--- src/rtl/spike_event_encoder_if.sv ---
// Event stream handshake between the spike event encoder and its consumer.
//   evt_data  : {spike_mask[1:0], timestamp[TS_WIDTH-1:0]} at the FIFO head
//   evt_valid : head word present
//   evt_ready : consumer takes the head word this cycle
// master = encoder (producer), slave = readout logic (consumer).
interface spike_event_encoder_if #(
  parameter int unsigned TS_WIDTH = 8
) ();

  logic [TS_WIDTH+1:0] evt_data;
  logic                evt_valid;
  logic                evt_ready;

  modport master (
    output evt_data,
    output evt_valid,
    input  evt_ready
  );

  modport slave (
    input  evt_data,
    input  evt_valid,
    output evt_ready
  );

endinterface

--- src/rtl/spike_event_encoder.sv ---
// Timestamped spike event encoder for a pair of LIF neurons.
// Rising edges on spike_in are stamped with a free-running (enable-gated) timestamp and
// queued as {rise_mask, ts} words in a first-word-fall-through FIFO. Coincident rises on
// both lines merge into one word.
//
// Ports:
//   clk, rst       : clock, synchronous active-high reset
//   ena            : freezes timestamp and event capture when low
//   spike_in[1:0]  : bit0 = neuron1, bit1 = neuron2
//   evt (master)   : evt_data / evt_valid / evt_ready event stream
//   overflow       : sticky, set when an event is dropped on a full FIFO
//   rate0, rate1   : per-neuron spike counts of the last completed rate window
//
// Build option: define SPIKE_RATE_EN to build the rate counters; otherwise rate0/rate1
// are tied to zero.
module spike_event_encoder #(
  parameter int unsigned TS_WIDTH    = 8,
  parameter int unsigned FIFO_DEPTH  = 4,
  parameter int unsigned RATE_WINDOW = 256
) (
  input  logic                  clk,
  input  logic                  rst,
  input  logic                  ena,
  input  logic [1:0]            spike_in,
  spike_event_encoder_if.master evt,
  output logic                  overflow,
  output logic [7:0]            rate0,
  output logic [7:0]            rate1
);

  localparam int unsigned PtrW  = $clog2(FIFO_DEPTH);
  localparam int unsigned WordW = TS_WIDTH + 2;
  localparam logic [PtrW:0] DepthCnt = (PtrW + 1)'(FIFO_DEPTH);

  if (FIFO_DEPTH < 2 || (FIFO_DEPTH & (FIFO_DEPTH - 1)) != 0) begin : g_bad_depth
    $error("FIFO_DEPTH must be a power of 2 and at least 2");
  end
  if (RATE_WINDOW < 1) begin : g_bad_window
    $error("RATE_WINDOW must be at least 1");
  end

  logic [TS_WIDTH-1:0] ts;
  logic [1:0]          spike_q;
  logic [1:0]          rise;
  logic                push_req;
  logic                push;
  logic                pop;
  logic                full;
  logic                empty;

  logic [WordW-1:0]    mem [FIFO_DEPTH];
  logic [PtrW-1:0]     wr_ptr;
  logic [PtrW-1:0]     rd_ptr;
  logic [PtrW:0]       count;

  // spike_q tracks the lines even while disabled, so a line that went high during a
  // disabled stretch is not seen as a fresh edge once ena returns.
  assign rise     = spike_in & ~spike_q;
  assign push_req = ena & (rise != 2'b00);
  assign empty    = (count == '0);
  assign full     = (count == DepthCnt);
  assign pop      = ~empty & evt.evt_ready;
  // A full FIFO still accepts a word when the head leaves in the same cycle.
  assign push     = push_req & (~full | pop);

  always_ff @(posedge clk) begin
    if (rst) begin
      ts      <= '0;
      spike_q <= '0;
    end else begin
      spike_q <= spike_in;
      if (ena) begin
        ts <= ts + 1'b1;
      end
    end
  end

  always_ff @(posedge clk) begin
    if (rst) begin
      wr_ptr   <= '0;
      rd_ptr   <= '0;
      count    <= '0;
      overflow <= 1'b0;
    end else begin
      if (push) begin
        wr_ptr <= wr_ptr + 1'b1;
      end
      if (pop) begin
        rd_ptr <= rd_ptr + 1'b1;
      end
      if (push && !pop) begin
        count <= count + 1'b1;
      end else if (pop && !push) begin
        count <= count - 1'b1;
      end
      if (push_req && !push) begin
        overflow <= 1'b1;
      end
    end
  end

  // Storage needs no reset: pointers and count define which entries are live.
  always_ff @(posedge clk) begin
    if (push) begin
      mem[wr_ptr] <= {rise, ts};
    end
  end

  assign evt.evt_valid = ~empty;
  assign evt.evt_data  = empty ? '0 : mem[rd_ptr];

`ifdef SPIKE_RATE_EN
  localparam int unsigned WinW = (RATE_WINDOW > 1) ? $clog2(RATE_WINDOW) : 1;
  localparam logic [WinW-1:0] WinLast = WinW'(RATE_WINDOW - 1);

  logic [WinW-1:0] win_q;
  logic [7:0]      cnt0_q;
  logic [7:0]      cnt1_q;
  logic [7:0]      cnt0_d;
  logic [7:0]      cnt1_d;
  logic [7:0]      rate0_q;
  logic [7:0]      rate1_q;
  logic            win_end;

  // Saturating per-neuron counts including this cycle's rises.
  always_comb begin
    cnt0_d = cnt0_q;
    cnt1_d = cnt1_q;
    if (ena && rise[0] && cnt0_q != 8'hFF) begin
      cnt0_d = cnt0_q + 8'd1;
    end
    if (ena && rise[1] && cnt1_q != 8'hFF) begin
      cnt1_d = cnt1_q + 8'd1;
    end
  end

  assign win_end = (win_q == WinLast);

  always_ff @(posedge clk) begin
    if (rst) begin
      win_q   <= '0;
      cnt0_q  <= '0;
      cnt1_q  <= '0;
      rate0_q <= '0;
      rate1_q <= '0;
    end else if (ena) begin
      if (win_end) begin
        win_q   <= '0;
        cnt0_q  <= '0;
        cnt1_q  <= '0;
        rate0_q <= cnt0_d;
        rate1_q <= cnt1_d;
      end else begin
        win_q  <= win_q + 1'b1;
        cnt0_q <= cnt0_d;
        cnt1_q <= cnt1_d;
      end
    end
  end

  assign rate0 = rate0_q;
  assign rate1 = rate1_q;
`else
  assign rate0 = '0;
  assign rate1 = '0;
`endif

endmodule

--- src/flat_wrapper.sv ---
// flat-port wrapper written by rule: the top's interface ports become plain ports
module spike_event_encoder_flat 
#(
  parameter int unsigned TS_WIDTH    = 8,
  parameter int unsigned FIFO_DEPTH  = 4,
  parameter int unsigned RATE_WINDOW = 256
)
  (clk, rst, ena, spike_in, overflow, rate0, rate1, evt_evt_data, evt_evt_valid, evt_evt_ready);
  spike_event_encoder_if #(.TS_WIDTH(TS_WIDTH)) evt_i ();
  input  logic clk;
  input  logic rst;
  input  logic ena;
  input  logic [1:0] spike_in;
  output logic overflow;
  output logic [7:0] rate0;
  output logic [7:0] rate1;
  output wire logic [$bits(evt_i.evt_data)-1:0] evt_evt_data;
  output wire logic [$bits(evt_i.evt_valid)-1:0] evt_evt_valid;
  input wire logic [$bits(evt_i.evt_ready)-1:0] evt_evt_ready;
  assign evt_evt_data = evt_i.evt_data;
  assign evt_evt_valid = evt_i.evt_valid;
  assign evt_i.evt_ready = evt_evt_ready;
  spike_event_encoder #(.TS_WIDTH(TS_WIDTH), .FIFO_DEPTH(FIFO_DEPTH), .RATE_WINDOW(RATE_WINDOW)) u_core (.clk(clk), .rst(rst), .ena(ena), .spike_in(spike_in), .evt(evt_i), .overflow(overflow), .rate0(rate0), .rate1(rate1));
endmodule
--- config.mk ---
export PLATFORM = sky130hd
export DESIGN_NAME = spike_event_encoder_flat
export DESIGN_NICKNAME = d
export VERILOG_FILES = /design/src/rtl/spike_event_encoder_if.sv /design/src/rtl/spike_event_encoder.sv /design/src/flat_wrapper.sv
export SDC_FILE = /design/constraint.sdc
export NUM_CORES = 1
export LEC_CHECK = 0
export CAP_MARGIN = 20
export CORE_MARGIN = 2
export CORE_UTILIZATION = 23
export CTS_CLUSTER_SIZE = 24
export DETAILED_ROUTE_END_ITERATION = 6
export PLACE_DENSITY = 0.44
export SLEW_MARGIN = 20
export SYNTH_ARGS = -nofsm -noshare
export SYNTH_HDL_FRONTEND = slang
export SYNTH_SLANG_ARGS = --single-unit
--- constraint.sdc ---
create_clock -name clk -period 2.6 [get_ports clk]
set_input_delay 0.39 -clock clk [delete_from_list [all_inputs] [get_ports clk]]
set_output_delay 0.39 -clock clk [all_outputs]
set_load 0.005 [all_outputs]
## Yosys cells after proc, flatten, opt, wreduce, memory -nomap -nowiden

Memories as Yosys holds them, arrays and structs flattened. A register that Yosys moved wholly into a read port is not among the register bits.
Cells that the tools add are included.

| storage, ports and cells | value |
|---|---|
| memory bits (writable) | 40 |
| memories kept | 1 |
| output and inout bits | 28 |
| input port bits | 6 |
| register bits after elaboration | 18 |

Memories:

| memory | words | bits a word | rd ports | clocked after Yosys merged registers in | wr ports | RTL line | RTL |
|---|---|---|---|---|---|---|---|
| u_core.mem | 4 | 10 | 1 | 1 | 1 | spike_event_encoder.sv:51 | `logic [WordW-1:0] mem [FIFO_DEPTH];` |

| cells by class | value |
|---|---|
| multiplexer cells | 7 |
| add/sub/neg operators | 5 |
| reduce and logical (&&, ||, !) cells | 8 |
| bitwise operators | 8 |
| eq/ne operators | 1 |

Operator list:

| cell | count |
|---|---|
| 10-bit 2-to-1 mux | 1 |
| 8-bit by 1-bit adder with 8-bit output (second input constant) | 1 |
| 3-bit 2-to-1 mux | 2 |
| 2-bit by 1-bit adder with 2-bit output (second input constant) | 2 |
| 2-bit 2-to-1 mux | 2 |
| 2-bit nonzero test | 2 |
| 3-bit by 1-bit adder with 3-bit output (second input constant) | 1 |
| 1-bit bitwise AND | 3 |
| 3-bit == test (second input constant) | 1 |
| 1-bit logical AND | 3 |
| 3-bit zero test | 1 |
| 3-bit by 1-bit subtractor with 3-bit output (second input constant) | 1 |
| 2-bit bitwise AND | 1 |
| 1-bit zero test | 2 |
| 1-bit 2-to-1 mux | 2 |
| 1-bit inverter | 2 |
| 2-bit inverter | 1 |
| 1-bit bitwise OR | 1 |

## Depth between registers and ports, before layout

Gate-level depths: netlist of run 1.

| logic depth | value |
|---|---|
| depth in word-level cells | 9 |
| gate-level depth with buffers | 8 |
| mapped depth without buffers | 8 |

## Worst setup path after synthesis of run 1

No wires, ideal clock.

| timing | value |
|---|---|
| path type | input to register |
| from | in spike_in[0] |
| to | reg u_core.count[2] |
| arrival time | 2081 ps |
| buffers on the path | 0 |
| cell stages on the path | 8 |
| path slack | 449 ps |
| cells stage by stage | nor2b_1 o211a_2 ha_1 inv_1 fa_1 xor2_1 or3_1 a21oi_1 |

| on the way | value |
|---|---|
| cells in the longest elaborated chain, start to end | 7 |
| elaborated cells between the ends (all ways) | 9 |
| those cells by class | mux (1); bitwise (3); reduce/logical (5) |

RTL lines:

| item | RTL line | RTL |
|---|---|---|
| start: declaration | flat_wrapper.sv:13 | `input logic [1:0] spike_in;` |
| 2-bit bitwise AND (*) | spike_event_encoder.sv:58 | `assign rise = spike_in & ~spike_q;` |
| 2-bit nonzero test (*) | spike_event_encoder.sv:59 | `assign push_req = ena & (rise != 2'b00);` |
| 1-bit bitwise AND (*) | spike_event_encoder.sv:59 |  |
| 1-bit bitwise AND (*) | spike_event_encoder.sv:64 | `assign push = push_req & (~full \| pop);` |
| net u_core.push | spike_event_encoder.sv:46 | `logic push;` |
| 1-bit zero test | spike_event_encoder.sv:93 | `end else if (pop && !push) begin` |
| 1-bit logical AND | spike_event_encoder.sv:93 |  |
| 2-bit nonzero test (no source line) | -- |  |
| end signal: assignment | spike_event_encoder.sv:92 | `count <= count + 1'b1;` |
| end signal: assignment | spike_event_encoder.sv:94 | `count <= count - 1'b1;` |
| end: declaration | spike_event_encoder.sv:54 | `logic [PtrW:0] count;` |

Mark *: on every way through the listed nets, which the timed path passes. The rest lies on a longest branch.
A chain may end at the register's enable or synchronous reset.

==> flow_summary.ini, run 1 <==
[drt]
drc_errors = 0
wl_mm = 4.53
num_vias = 1343
via_per_inst = 3.83
postRouteAntennaNets = 0
wire_per_inst_um = 12.9
drt_iter0_drc = 48
drt_first_pass_iters = 3

[global_routing]
grt_pass1_vias = 1326
grt_pass1_wl_mm = 7.11
grt_max_degree = 14
antenna_found_initial = 0
track_usage = 0.0845
overflow = 0

[power]
p_leak_nw = 1.09
switching_share = 0.251
p_int_mw = 2.24
clkPwrFrac = 0.347
seqPwrFrac = 0.391
share_comb_of_total_power = 0.262
power.total_mw = 2.99
p_switching_uw = 752
irDropWorstVdd_mv = 0.264
power.density_mw_per_mm2 = 961

[synthesis]
yosys_warnings = 0
synth_ff_type = edfxtp_1
netlist_instances = 176
synth_edf_count = 40
syn_avg_cell_area_um2 = 14.4
ys_seq_area_frac = 0.631
synth_cell_types = 32
synth_seq_cells = 60
ys_async_sr_fraction = 0
syn-cell-area_mm2 = 0.00254

[floorplan]
die_w_um = 109
io_pins = 34
dieArea_mm2 = 0.0119
row_count = 38
start_util = 0.235
die_h_um = 109
coreArea_mm2 = 0.0108

[cells_and_area]
fin_cells = 351
num_antenna_cells = 0
multi_input_area_um2 = 831
regArea_mm2 = 0.00160
post-route-util = 0.289
areaGrowthSynthToFinish_pct = 22.6
mostFrequentLayoutCell = edfxtp_1
final_cell_mix = edfxtp_1 (40), dfxtp_1 (20), clkdlybuf4s50_1 (17)
fin_nets = 219
n_fill_cell = 1081
drive_gt1_frac = 0.171

[clocking]
cts.path.max_buffers = 2
cts.sinks = 60
h-tree-depth = 3
root_buffer = clkbuf_8
cts_tree = built
clkTransAtPathRegs_ps = 70
ctsResizeCount = 0
postCtsSetupRepairBufs = 0
cts_buffers = 9
hold_buffers = 0
clock_latency_ps = 330

[sta]
finalHoldViolations = 0
tns_ps = 0
finalClockSkew_ps = 5.63
finalCritPeriodShare = 0.914
fmax_ghz = 0.421
slew_headroom = 0.554
final-setup-viol-count = 0
hold_ws_ps = 449
tightest_slew_ps = 669
rsz0062_at_grt = no
fin_crit_ps = 2380
drv_slew = 0

[placed_design]
place_congestion = 0.647
dp_cells = 335
port_buffers = 17
hpwl_mm = 2.88

[worst_setup_path]
cp-end-kind = output port
critPathKind = register to output port
critPathLaunchType = register
required_ps = 2210
cp.arrival_ps = 1990
cp_max_fo = 10

[outcome]
status = finished, final reports clean

[min_path]
hold_class = register to register

[flow_run]
drv_cap = 0
==> synthesized netlist by cell type (all sizes together) (2+ instances only) <==
| cell | instances | area share |
|---|---|---|
| nand2 | 3 | 0.0044 |
| dfxtp | 20 | 0.16 |
| or3 | 3 | 0.0074 |
| nand2b | 2 | 0.0049 |
| nand4 | 2 | 0.0049 |
| a21oi | 5 | 0.0099 |
| buf | 18 | 0.051 |
| xor2 | 7 | 0.024 |
| mux4 | 10 | 0.089 |
| inv | 5 | 0.0074 |
| ha | 6 | 0.030 |
| edfxtp | 40 | 0.47 |
| nor2 | 12 | 0.018 |
| and2 | 4 | 0.0099 |
| nand3 | 2 | 0.0039 |
| nor2b | 14 | 0.034 |
| clkbuf | 4 | 0.0059 |
| mux2i | 3 | 0.012 |
| o31ai | 2 | 0.0059 |
| o21ai | 3 | 0.0059 |
==> registers in the layout (all words and copies together), names as in the netlist, named ones only <==
register,count
u_core.spike_q,2
u_core.wr_ptr,2
u_core.mem,40
u_core.overflow,1
u_core.ts,8
u_core.count,3
u_core.rd_ptr,2
==> layer usage <==
metal,up-vias,wire [um],global-route usage
li1,667,-,-
met1,639,2130,0.105
met2,28,2140,0.130
met3,9,157,0.0269
met4,0,101,0.0467
met5,-,0,0
==> cell families (layout without fill, tap and decap cells) <==
| family | Yosys count | after routing | share of synthesized area |
|---|---|---|---|
| AOI/OAI and AO/OA | 13 | 13 | 0.0320 |
| xor gates and xnor gates | 8 | 8 | 0.0276 |
| adders and majority gates | 7 | 7 | 0.0374 |
| buffers and inverters | 27 | 47 | 0.0645 |
| DFF | 60 | 60 | 0.631 |
| muxes | 14 | 14 | 0.106 |
| other | 1 | 16 | 0.00148 |
| and+or+nand+nor | 46 | 46 | 0.100 |
==> power groups by stage <==
stage	registers (mW)	clock network, mW	logic (mW)
4_1_cts	1.17	1.06	0.818
6_report	1.17	1.04	0.784
3_5_place_dp	1.19	0	0.816
3_3_place_gp	1.19	0	0.812
5_1_grt	1.18	1.10	0.887
2_1_floorplan	1.17	0	0.469
==> stage by stage <==
step	area, um^2	worst slack [ps]
after CTS	3110	173
after global routing	3110	98.4
final	3110	223
after floorplan	2600	449
after global placement	2860	119
after detailed placement	2860	65.6
==> critical path: stages, from the launching register on <==
cell	delay, ps
dfxtp_1	300
buf_4	240
mux4_2	520
nor2b_1	140
clkdlybuf4s50_1	450
==> layout make-up <==
class,count,share of cell area
Timing Repair Buffer,26,0.0763
Inverter,5,0.00603
Sequential cell,60,0.514
Clock inverter,4,0.0305
Clock buffer,12,0.0498
Tap cell,140,0.0562
Multi-Input combinational cell,104,0.267
==> worst paths after layout <==
| path | start | endpoint | slack (ps) | cells past startpoint |
|---|---|---|---|---|
| hold / removal | u_core.overflow | u_core.overflow | 450 | 2 |
| hold reg to reg | u_core.overflow | u_core.overflow | 450 | 2 |
| setup reg to reg | u_core.count[1] | u_core.count[2] | 460 | 7 |
| setup / recovery | register | evt_evt_data[6] | 220 | 4 |
(Power assumes the default switching activity.)
==> run 2: changes to the inputs <==
- SKIP_CTS_REPAIR_TIMING: unset -> 1
==> results of run 2 <==
Final layout, timing and power as in run 1 (identical DEF).
